**src/rtl/rx_nrzi_unstuff.sv**
```systemverilog
// rx_nrzi_unstuff -- USB-style receive path: NRZI decode, bit unstuffing and
// byte assembly, with a serial hand-off (data_bit/bit_valid/crc_init) to a
// downstream CRC-16.
//
// Ports
//   clk        : system clock, all state updates on its rising edge
//   n_rst      : synchronous active-low reset
//   d_line     : synchronized D+ sample, valid when bit_strobe is high
//   bit_strobe : one-cycle pulse at the bit centre
//   rx_enable  : high for the duration of a packet; low clears packet state
//   data_bit   : decoded, unstuffed bit (CRC serial input)
//   bit_valid  : one-cycle qualifier for data_bit (CRC shift enable)
//   crc_init   : CRC preset level, high while idle
//   byte_out   : assembled byte, first received bit ends up in bit 0
//   byte_valid : one-cycle pulse when byte_out holds a freshly completed byte
//   stuff_err  : sticky bit-stuffing violation flag, cleared on return to idle
//
// All outputs are registered; an accepted strobe shows up one clock later.

module rx_nrzi_unstuff #(
  parameter logic IDLE_LEVEL = 1'b1,
  parameter int   MAX_ONES   = 6
) (
  input  logic       clk,
  input  logic       n_rst,
  input  logic       d_line,
  input  logic       bit_strobe,
  input  logic       rx_enable,
  output logic       data_bit,
  output logic       bit_valid,
  output logic       crc_init,
  output logic [7:0] byte_out,
  output logic       byte_valid,
  output logic       stuff_err
);

  typedef enum logic [1:0] {
    IDLE  = 2'd0,
    RUN   = 2'd1,
    ERROR = 2'd2
  } state_t;

  localparam logic [2:0] MAX_ONES_C = 3'(MAX_ONES);

  state_t     state, state_next;
  logic       prev_line, prev_line_next;
  logic [2:0] ones_cnt, ones_cnt_next;
  logic [2:0] bit_cnt, bit_cnt_next;
  logic [7:0] byte_out_next;
  logic       data_bit_next;
  logic       bit_valid_next;
  logic       byte_valid_next;
  logic       stuff_err_next;
  logic       crc_init_next;
  logic       decoded;

  // No line transition means a one, a transition means a zero.
  assign decoded = ~(d_line ^ prev_line);

  always_comb begin
    state_next      = state;
    prev_line_next  = prev_line;
    ones_cnt_next   = ones_cnt;
    bit_cnt_next    = bit_cnt;
    byte_out_next   = byte_out;
    data_bit_next   = 1'b0;
    bit_valid_next  = 1'b0;
    byte_valid_next = 1'b0;
    stuff_err_next  = stuff_err;

    if (!rx_enable) begin
      // Dropping enable ends the packet from any state; a partial byte is
      // discarded silently, but the last byte_out value is kept.
      state_next     = IDLE;
      prev_line_next = IDLE_LEVEL;
      ones_cnt_next  = 3'd0;
      bit_cnt_next   = 3'd0;
      stuff_err_next = 1'b0;
    end else begin
      case (state)
        IDLE: begin
          // A strobe coinciding with the enable edge is not taken.
          state_next = RUN;
        end
        RUN: begin
          if (bit_strobe) begin
            prev_line_next = d_line;
            if (ones_cnt == MAX_ONES_C) begin
              if (decoded) begin
                // Too many ones in a row: the packet is corrupt.
                state_next     = ERROR;
                stuff_err_next = 1'b1;
              end else begin
                // Stuffed zero: drop it and restart the run count.
                ones_cnt_next = 3'd0;
              end
            end else begin
              ones_cnt_next   = decoded ? (ones_cnt + 3'd1) : 3'd0;
              data_bit_next   = decoded;
              bit_valid_next  = 1'b1;
              byte_out_next   = {decoded, byte_out[7:1]};
              bit_cnt_next    = bit_cnt + 3'd1;
              byte_valid_next = (bit_cnt == 3'd7);
            end
          end
        end
        ERROR: begin
          // Hold until rx_enable drops; strobes are ignored.
        end
        default: begin
          state_next = IDLE;
        end
      endcase
    end

    crc_init_next = (state_next == IDLE);
  end

  always_ff @(posedge clk) begin
    if (!n_rst) begin
      state      <= IDLE;
      prev_line  <= IDLE_LEVEL;
      ones_cnt   <= 3'd0;
      bit_cnt    <= 3'd0;
      byte_out   <= 8'h00;
      data_bit   <= 1'b0;
      bit_valid  <= 1'b0;
      byte_valid <= 1'b0;
      stuff_err  <= 1'b0;
      crc_init   <= 1'b1;
    end else begin
      state      <= state_next;
      prev_line  <= prev_line_next;
      ones_cnt   <= ones_cnt_next;
      bit_cnt    <= bit_cnt_next;
      byte_out   <= byte_out_next;
      data_bit   <= data_bit_next;
      bit_valid  <= bit_valid_next;
      byte_valid <= byte_valid_next;
      stuff_err  <= stuff_err_next;
      crc_init   <= crc_init_next;
    end
  end

endmodule

```
**config.mk**
```make
export PLATFORM = sky130hd
export DESIGN_NAME = rx_nrzi_unstuff
export DESIGN_NICKNAME = d
export VERILOG_FILES = /design/src/rtl/rx_nrzi_unstuff.sv
export SDC_FILE = /design/constraint.sdc
export NUM_CORES = 1
export LEC_CHECK = 0
export ABC_CLOCK_PERIOD_IN_PS = 3450
export CAP_MARGIN = 20
export CELL_PAD_IN_SITES_DETAIL_PLACEMENT = 0
export CELL_PAD_IN_SITES_GLOBAL_PLACEMENT = 1
export CORE_MARGIN = 1.5
export CORE_UTILIZATION = 40
export CTS_BUF_LIST = sky130_fd_sc_hd__clkbuf_16
export DETAILED_ROUTE_END_ITERATION = 10
export PLACE_DENSITY_LB_ADDON = 0.1
export SYNTH_ARGS = -nofsm -noshare
export SYNTH_HDL_FRONTEND = slang
export SYNTH_SLANG_ARGS = --single-unit
export TNS_END_PERCENT = 30
```
**constraint.sdc**
```tcl
create_clock -name clk -period 3.45 [get_ports clk]
set_input_delay 1.035 -clock clk [delete_from_list [all_inputs] [get_ports clk]]
set_output_delay 1.035 -clock clk [all_outputs]
set_load 0.03 [all_outputs]
```
* Word level (Yosys, flattened, before mapping)
Cells that the tools add are included. Widths: inputs -> output; s select.
Storage, ports and cells: word-level logic and storage cells 43, input bits 5, bits in registers 22, output and inout port bits 13
Operators by class: bitwise logic cells 7, equal/unequal tests 5, reductions and logical operators 10, add/subtract/negate cells 2, mux-type cells 9
Operators with widths (number):
- $reduce_and 4->1 | 3
- $mux 3 | 3
- $mux 2 | 4
- $add 3x1->3 const B | 2
- $eq 3x3->1 const B | 2
- $not 1->1 | 6
- $pmux 2 s3 | 1
- $reduce_and 3->1 | 2
- $reduce_or 5->1 | 1
- $logic_not 2->1 | 2
- $reduce_and 2->1 | 2
- $eq 2x1->1 const B | 1
- $eq 2x2->1 const B | 1
- $ne 2x2->1 const B | 1
- $mux 1 | 1
- $xor 1x1->1 | 1

* Logic depth before layout (Yosys ltp)
word-level depth 7, depth in mapped cells 6, gate-level depth less buffers 5

* Least setup slack after synthesis
OpenSTA, ideal clock, no wires.
kind in2reg, start input rx_enable, end register ones_cnt[1], setup time 88 ps, required time 3362 ps, path buffers 0, setup slack 1707 ps, cell stages on the path 3, data arrival time 1655 ps, cells stage by stage a21boi_2 > nand3_2 > o32ai_2
Between the ends: longest elaborated chain between the ends 1
Ends and longest elaborated chain:
- from (decl) | RTL line 28 | input logic rx_enable,
- $reduce_and 2->1 (no line)
- to (signal assigned) | RTL line 134 | ones_cnt <= ones_cnt_next;
- to (decl) | RTL line 47 | logic [2:0] ones_cnt, ones_cnt_next;
Every way passes these cells. A chain may end at the register's enable or synchronous reset.

* Final worst setup path
start input bit_strobe, end register ones_cnt[1]
Between the ends: longest elaborated chain between the ends 1
Ends and longest elaborated chain:
- from (decl) | RTL line 27 | input logic bit_strobe,
- $reduce_and 3->1 (no line)
Every way passes these cells.

==> results.cfg <==
[sta]
worst_slew_margin_rel = 0.604
maxSlewViolCount = 0
min_period_ns = 2.44
rsz0062_at_grt = no
skew_ns = 0.00697
worstMarginPinSlew_ns = 0.595
fin_tns_setup_ns = 0
min_period_over_period = 0.707
fmax_mhz = 410
holdWs_ns = 0.452
hold_viol = 0
setup_viol = 0

[final_layout]
area_growth_pct = 25.9
fin_nets = 127
diodes = 0
drive_gt1_frac = 0.0684

[synth]
synth_warnings = 0
synth-seq-cells = 22
synth_nets = 110
postSynthAreaPerCell_sq_um = 9.39
synthAdderAreaFrac = 0.0528
muxShareOfSynthArea = 0
yosysSeqAreaShare = 0.464
synth_compound_area_frac = 0.235
synth.distinct_cells = 30
synthCells = 101
synth_top_family_by_area = compound AO/OA/AOI/OAI gates
synth_xor_area_frac = 0.0264
synth_area_sq_um = 948
yosys.area_share.simple = 0.165

[clocking]
cts_tree = done
clockBufferDepth = 2
clockRootBuffer = clkbuf_16
postCtsHoldBufs = 0
cts.sink_count = 22
cts_made_buffers = 3
post_cts.resized_instances = 0
post-cts-setup-buffers = 0
ctsHtreeMaxLevel = 1
cts.reportedPaths.clkPinSlew_ns = 0.06
insertion_delay_ns = 0.26

[floorplanning]
initial_core_util = 0.425
io_pins = 18
fp.coreArea_sq_mm = 0.00223
row_count = 17
fp.dieH_um = 51.7
dieArea_sq_mm = 0.00267
dieWidth_um = 51.7

[detailed_routing]
drc = 0
wl_mm = 2.03
routed_via_density = 5.32
drt-initial-drc-count = 18
wire_per_inst_um = 14.0
drt_first_pass_iters = 4
antenna_left = 0
via_count = 772

[setup_path]
startpoint_type = primary input
cp.required_ns = 3.61
endpoint_kind = flop
critical_path_arrival_ns = 2.59
crit_type = in2reg
cp_max_fo = 16

[global_routing]
antenna_found_initial = 0
grt_pass1_vias = 753
grt_pass1_wl_mm = 3.51
grt_overflow = 0
grt_use_total = 0.181
grt_max_degree = 17

[placement]
hpwl_mm = 1.32
gp_congestion = 0.760
port_buffers = 17

[min_path]
hp-class = reg2reg

[power]
power.leakage_nw = 0.424
ir_drop_v = 0.000218
power.density_mw_per_mm2 = 451

[outcome]
status = completed

[flow_run]
cap_violations = 0
cell usage after synthesis:
cell type | number | area, sq um
nand2_1 | 6 | 22.5
xor2_1 | 1 | 8.76
nor2_1 | 3 | 11.3
a31oi_1 | 1 | 6.26
and3b_1 | 1 | 8.76
a21boi_1 | 8 | 60.1
o21ai_1 | 5 | 25.0
a211oi_1 | 1 | 7.51
nand2b_1 | 1 | 6.26
a21boi_2 | 1 | 11.3
buf_6 | 2 | 22.5
buf_4 | 1 | 7.51
nand3_2 | 1 | 10.0
a21o_1 | 1 | 7.51
buf_2 | 1 | 5.00
a21oi_1 | 7 | 35.0
or3_1 | 1 | 6.26
o21ai_0 | 7 | 35.0
nand3b_1 | 1 | 7.51
ha_1 | 4 | 50.1
a311oi_1 | 1 | 8.76
xnor2_2 | 1 | 16.3
a21bo_2 | 1 | 10.0
o32ai_2 | 1 | 16.3
nand3_1 | 13 | 65.1
inv_1 | 4 | 15.0
clkbuf_1 | 1 | 3.75
and2_1 | 1 | 6.26
dfxtp_1 | 22 | 440
nand4_1 | 2 | 12.5
critical path, cell delays in order:
cell,delay [ns]
clkdlybuf4s50_1,0.49
and3b_1,0.56
nand3_2,0.24
o32ai_2,0.27
final timing paths:
path,slack (ns),depth (start not counted),endpoint,startpoint
max,1.01,4,ones_cnt[1]$_SDFFE_PN0P_,bit_strobe
min reg2reg,0.45,2,stuff_err$_SDFFE_PN0P_,stuff_err$_SDFFE_PN0P_
min,0.45,2,stuff_err$_SDFFE_PN0P_,stuff_err$_SDFFE_PN0P_
max reg2reg,1.78,5,ones_cnt[1]$_SDFFE_PN0P_,ones_cnt[0]$_SDFFE_PN0P_
cells by family (layout without fill, tap and decap cells):
family	count (synthesis)	after routing
AOI/OAI and AO/OA	34	34
and+or+nand+nor	30	30
DFF	22	22
buffers and inverters	9	25
adders and majority gates	4	4
xor gates and xnor gates	2	2
power by group:
part / internal (mW) / switching [mW] / leakage [nW]
logic: 0.0130 / 0.0199 / 0.207
clock network: 0.155 / 0.0925 / 0.0385
registers: 0.257 / 0.00190 / 0.178
total: 0.424 / 0.114 / 0.424
routing by layer:
layer / routed length (um) / GRT usage
met3: 84 / 0.0402
met5: 0 / 0
met1: 1000 / 0.250
met4: 16 / 0.0789
met2: 921 / 0.269
cell usage in the layout, fill, tap and decap left out, types with 2 or more instances in the layout:
master            n
nand2_1           6
ha_1              4
dfxtp_1          22
o21ai_1           5
inv_1             4
a21boi_1          8
o21ai_0           7
nand4_1           2
a21oi_1           7
clkdlybuf4s50_1  17
clkbuf_16         3
nand3_1          13
nor2_1            3
stage by stage:
| step | instances | utilization | power, mW | cell area [sq um] | setup slack [ns] |
|---|---|---|---|---|---|
| after floorplan | 101 | - | 0.285 | 948 | 1.71 |
| after global placement | 141 | 0.499 | 0.297 | 1110 | 0.858 |
| after detailed placement | 141 | 0.499 | 0.297 | 1110 | 0.786 |
| after CTS | 145 | 0.534 | 0.541 | 1190 | 0.994 |
| after global routing | 145 | 0.534 | 0.558 | 1190 | 0.880 |
| final | 145 | 0.534 | 0.539 | 1190 | 1.01 |
area by class of cell:
cell class | count | area (sq um)
clock buffers | 3 | 75.1
clock inverters | 1 | 3.75
fillers | 224 | 1040
inverters | 4 | 15.0
multi-input cells | 70 | 454
flip-flops and latches | 22 | 440
well taps | 28 | 35.0
repair buffers | 17 | 170
sequential cells by signal, summed over array words and instances, names as in the netlist:
signal      flops
prev_line       1
byte_out        8
bit_valid       1
ones_cnt        3
state           2
crc_init        1
byte_valid      1
stuff_err       1
data_bit        1
bit_cnt         3
Note: power is estimated with default switching activity, not from simulation.
